===== src/rtl/fixed_mul_arbiter.sv =====
// rtl/fixed_mul_arbiter.sv - round-robin arbiter sharing one pipelined saturating Q(D.Q) multiplier
// Requester tags ride alongside the product so each result pulses back to its issuer.
module fixed_mul_arbiter #(
  parameter int N   = 4,
  parameter int D   = 8,
  parameter int Q   = 24,
  parameter int LAT = 7,
  parameter int CW  = 16
) (
  input  logic               clk,
  input  logic               rst_n,
  input  logic               en,
  input  logic [N-1:0]       req_valid,
  input  logic [N*(D+Q)-1:0] req_a,
  input  logic [N*(D+Q)-1:0] req_b,
  output logic [N-1:0]       req_ready,
  output logic [N-1:0]       resp_valid,
  output logic [D+Q-1:0]     resp_r,
  output logic               busy,
  output logic [CW-1:0]      issue_count
);

  localparam int W  = D + Q;
  localparam int TW = (N > 1) ? $clog2(N) : 1;

  logic [TW-1:0]         r_ptr;
  logic                  w_accept;
  logic [TW-1:0]         w_gnt;
  logic [LAT-1:0]        r_vld;
  logic [TW-1:0]         r_tag [0:LAT-1];
  logic signed [W-1:0]   r_a;
  logic signed [W-1:0]   r_b;
  logic signed [2*W-1:0] r_prod;
  logic [W-1:0]          r_sat [2:LAT-1];
  logic                  r_busy;
  logic [N-1:0]          r_resp_valid;
  logic [W-1:0]          r_resp_r;
  logic [CW-1:0]         r_count;

  // Arithmetic shift floors toward -inf; saturate whenever the bits above the sign differ.
  function automatic logic [W-1:0] f_sat(input logic signed [2*W-1:0] p);
    logic signed [2*W-1:0] s;
    s = p >>> Q;
    if (s[2*W-1:W-1] == '0 || s[2*W-1:W-1] == '1)
      return s[W-1:0];
    else if (s[2*W-1])
      return {1'b1, {(W-1){1'b0}}};
    else
      return {1'b0, {(W-1){1'b1}}};
  endfunction

  // Later iterations overwrite earlier ones, so the smallest offset from r_ptr wins.
  always_comb begin
    int          idx;
    logic [TW-1:0] sel;
    w_accept = 1'b0;
    w_gnt    = '0;
    idx      = 0;
    sel      = '0;
    if (en && rst_n) begin
      for (int k = N - 1; k >= 0; k--) begin
        idx = int'(r_ptr) + k;
        if (idx >= N) idx = idx - N;
        sel = TW'(idx);
        if (req_valid[sel]) begin
          w_accept = 1'b1;
          w_gnt    = sel;
        end
      end
    end
  end

  assign req_ready = w_accept ? ({{(N-1){1'b0}}, 1'b1} << w_gnt) : '0;

  always_ff @(posedge clk or negedge rst_n) begin
    if (!rst_n) begin
      r_ptr        <= '0;
      r_vld        <= '0;
      r_a          <= '0;
      r_b          <= '0;
      r_prod       <= '0;
      r_busy       <= 1'b0;
      r_resp_valid <= '0;
      r_resp_r     <= '0;
      r_count      <= '0;
      for (int k = 0; k < LAT; k++) r_tag[k] <= '0;
      for (int k = 2; k < LAT; k++) r_sat[k] <= '0;
    end else begin
      r_vld    <= {r_vld[LAT-2:0], w_accept};
      r_tag[0] <= w_gnt;
      for (int k = 1; k < LAT; k++) r_tag[k] <= r_tag[k-1];

      if (w_accept) begin
        r_a     <= req_a[int'(w_gnt)*W +: W];
        r_b     <= req_b[int'(w_gnt)*W +: W];
        r_ptr   <= (w_gnt == TW'(N - 1)) ? '0 : w_gnt + 1'b1;
        r_count <= r_count + 1'b1;
      end

      r_prod   <= r_a * r_b;
      r_sat[2] <= f_sat(r_prod);
      for (int k = 3; k < LAT; k++) r_sat[k] <= r_sat[k-1];

      r_busy       <= |{r_vld[LAT-2:0], w_accept};
      r_resp_valid <= r_vld[LAT-1] ? ({{(N-1){1'b0}}, 1'b1} << r_tag[LAT-1]) : '0;
      if (r_vld[LAT-1]) r_resp_r <= r_sat[LAT-1];
    end
  end

  assign resp_valid  = r_resp_valid;
  assign resp_r      = r_resp_r;
  assign busy        = r_busy;
  assign issue_count = r_count;

endmodule


===== config.mk =====
export PLATFORM = sky130hd
export DESIGN_NAME = fixed_mul_arbiter
export DESIGN_NICKNAME = d
export VERILOG_FILES = /design/src/rtl/fixed_mul_arbiter.sv
export SDC_FILE = /design/constraint.sdc
export NUM_CORES = 2
export LEC_CHECK = 0
export ABC_CLOCK_PERIOD_IN_PS = 9100
export CORE_ASPECT_RATIO = 1.5
export CORE_MARGIN = 2
export CORE_UTILIZATION = 40
export DETAILED_ROUTE_END_ITERATION = 8
export PLACE_DENSITY = 0.69
export SLEW_MARGIN = 30
export SYNTH_ARGS = -nofsm -noshare
export SYNTH_HDL_FRONTEND = slang
export SYNTH_SLANG_ARGS = --single-unit

===== constraint.sdc =====
create_clock -name clk -period 9.1 [get_ports clk]
set_input_delay 1.82 -clock clk [delete_from_list [all_inputs] [get_ports clk]]
set_output_delay 1.82 -clock clk [all_outputs]
set_load 0.02 [all_outputs]

==> impl_metrics.json <==
{
  "fin_area_sq_mm": 0.0542,
  "critPathRequiredTime_ns": 9.58,
  "die_width_um": 286,
  "layout-drive-gt1-share_pct": 4.12,
  "insertion_delay_ns": 0.62,
  "ioPinCount": 320,
  "gr-usage-all-layers_pct": 22.5,
  "async_flop_share_pct": 100,
  "ys_warn_count": 0,
  "crit_path_end_kind": "flop",
  "syn2layout_area_growth_pct": 13.3,
  "cp_cell_sequence": "and2_1 > fa_1 > fa_1 > fa_1 > fa_1 > fa_1 > fa_1 > fa_1 > fa_1 > ha_1 > nand4_2 > or4_1 > or3_1 > o21ai_2 > a311oi_1 > buf_4 > o311a_1 > nor3_2",
  "dpl_cell_area_sq_mm": 0.0528,
  "max_stage_delay_ns": 0.94,
  "crit_type": "reg -> reg",
  "htree_levels": 2,
  "hold_viol_final": 0,
  "fin_ws_ns": 0.828,
  "die_h_um": 428,
  "clk_pin_slew_ns": 0.07,
  "syn_area_sq_mm": 0.0478,
  "clock_skew_ns": 0.0573,
  "crit_top_cell": "fa_1",
  "setup_viol": 0,
  "cts_setup_buffers": 0,
  "cp-start-kind": "flop",
  "slew_violations": 0,
  "via_per_inst": 5.08,
  "drc_errors": 0,
  "vias": 34300,
  "place_ws_ns": 0.910,
  "dr.pass1.iters": 6,
  "numCtsBuffers": 39,
  "max_freq_mhz": 121,
  "root_buffer": "clkbuf_16",
  "syn_area_per_cell_sq_um": 9.65,
  "cts_hold_buf": 0,
  "grt_max_degree": 151,
  "antenna_found_initial": 4,
  "drt_iter0_markers": 1933,
  "synthFlopType": "dfrtp_1",
  "core.rowCount": 155,
  "grt_pass1_wl_mm": 210,
  "wl_per_cell_um": 19.8,
  "status": "completed",
  "rsz0062_at_grt": "no",
  "hp-class": "reg -> reg",
  "grt-ovfl-total": 0,
  "synth-edff-count": 0,
  "slowest_stage": "fa_1",
  "nets": 6674,
  "finalSetupTns_ns": 0,
  "worstMarginPinSlew_ns": 1.01,
  "syn_inst": 4958,
  "core_region_area_sq_mm": 0.119,
  "ys_seq_area_share_pct": 17.8,
  "critPathArrivalTime_ns": 8.76,
  "grt_pass1_vias": 38000,
  "synth_cell_types": 55,
  "portBuffers": 319,
  "min_period_ns": 8.27,
  "ant_nets": 0,
  "clock_sinks": 340,
  "routed_wl_mm": 134,
  "drv_cap": 0,
  "cts_resized": 0,
  "dieArea_sq_mm": 0.122,
  "hold_ws_ns": 0.317,
  "cts_max_path_buffers": 3,
  "start_util_pct": 40.2,
  "gp_congestion": 0.926,
  "dp.final_hpwl_mm": 110,
  "syn-num-nets": 6487,
  "slew_headroom_pct": 32.9,
  "min_period_over_period_pct": 90.9,
  "synth_seq_cells": 340,
  "crit_fanout": 19,
  "cts_tree": "done"
}
-- worst max-delay path: cells and delay by family (launching register included) --
family / cells / cell delay (ns)
fa+ha+maj: 9 / 4.85
simple gates: 5 / 1.49
flops: 1 / 0.83
compound gates: 3 / 0.77
buf+inv: 1 / 0.17
-- synthesized netlist by cell type, types with 2 or more instances --
cell type  number  area, sq um
nand2b_1       12         75.1
xor2_1         19          166
a211oi_1        3         22.5
o21bai_1       14          105
or2_2           2         12.5
o21ai_1        77          385
clkbuf_1      258          968
dfrtp_1       340         8510
buf_1          10         37.5
mux2_2         32          360
ha_1          185         2310
o2111ai_1       4         35.0
inv_1         975         3660
o21a_1          6         45.0
o211ai_1        4         30.0
and4_1          4         35.0
and3_1          9         56.3
xnor2_1        49          429
a21boi_0        2         15.0
nand3_1        86          430
nor2_1         54          203
a311oi_1        2         17.5
nand2_1       944         3540
a21o_1         13         97.6
and2_1        518         3240
o21ai_0       113          566
nand4b_1        2         17.5
a31oi_1         6         37.5
or3_1           5         31.3
a21oi_1        71          355
o22ai_1         4         25.0
nor2b_1         5         31.3
nor3b_1         2         15.0
nor3_1         12         60.1
fa_1         1081        21600
nor4_1          3         18.8
buf_2           2         10.0
nand4_1        13         81.3
-- registers in the layout (all words and copies together) (netlist names) --
| register | cells |
|---|---|
| busy | 1 |
| issue_count | 16 |
| r_a | 32 |
| r_b | 32 |
| r_prod | 40 |
| r_ptr | 2 |
| r_sat | 160 |
| r_tag | 14 |
| r_vld | 7 |
| resp_r | 32 |
| resp_valid | 4 |
-- layer usage --
layer	global-route usage, %	vias up	share of wire, %
li1	-	14800	-
met1	23.2	17600	32
met2	40.6	1292	53
met3	2.75	554	4.9
met4	19.2	2	10
met5	0	-	0.011
-- area by class of cell --
| type | instances | area [sq um] |
|---|---|---|
| antenna | 3 | 7.51 |
| clock buffer | 49 | 1050 |
| clock inverter | 21 | 284 |
| fill | 11200 | 64700 |
| inverter | 976 | 3670 |
| multi-input combinational | 3372 | 34700 |
| sequential | 340 | 8520 |
| tap | 1570 | 1960 |
| timing repair buffer | 416 | 4010 |
-- layout by cell type (no fill, tap or decap), types with 9 or more instances in the layout --
master / instances
fa_1: 1081
inv_1: 975
nand2_1: 944
and2_1: 518
dfrtp_1: 334
clkdlybuf4s50_1: 318
ha_1: 185
o21ai_0: 112
buf_4: 91
nand3_1: 85
o21ai_1: 78
a21oi_1: 70
nor2_1: 54
xnor2_1: 49
clkbuf_16: 39
mux2_2: 32
xor2_1: 19
o21bai_1: 14
nand4_1: 13
a21o_1: 13
nand2b_1: 12
nor3_1: 11
and3_1: 9
-- through the flow --
step           instances  util [%]
2_1_floorplan       4958         -
3_3_place_gp        6672      44.4
3_5_place_dp        6673      44.4
4_1_cts             6743      45.5
5_1_grt             6744      45.6
6_report            6747      45.6
-- cells by family (layout without fill, tap and decap cells) --
family / Yosys count / after routing / synth area share, %
buf+inv: 1246 / 1462 / 9.78
flops: 340 / 340 / 17.8
compound gates: 330 / 330 / 3.84
other cells: 0 / 3 / 0
simple gates: 1676 / 1676 / 16.5
fa+ha+maj: 1266 / 1266 / 50.1
mux: 32 / 32 / 0.753
xor+xnor: 68 / 68 / 1.25
-- worst paths after layout --
path | from | to | slack (ns) | cells past startpoint
hold / removal | r_sat[156] | r_sat[124] | 0.32 | 0
setup reg to reg | r_b[3] | r_prod[61] | 0.83 | 18
setup / recovery | r_b[3] | r_prod[61] | 0.83 | 18
max in group asynchronous | rst_n | issue_count[15] | 6.62 | 3
hold reg to reg | r_sat[156] | r_sat[124] | 0.32 | 0
min in group asynchronous | rst_n | r_sat[126] | 1.21 | 1
Power is not shown: default switching activity piles up to over one toggle a cycle in this logic, so the estimate is an artifact.
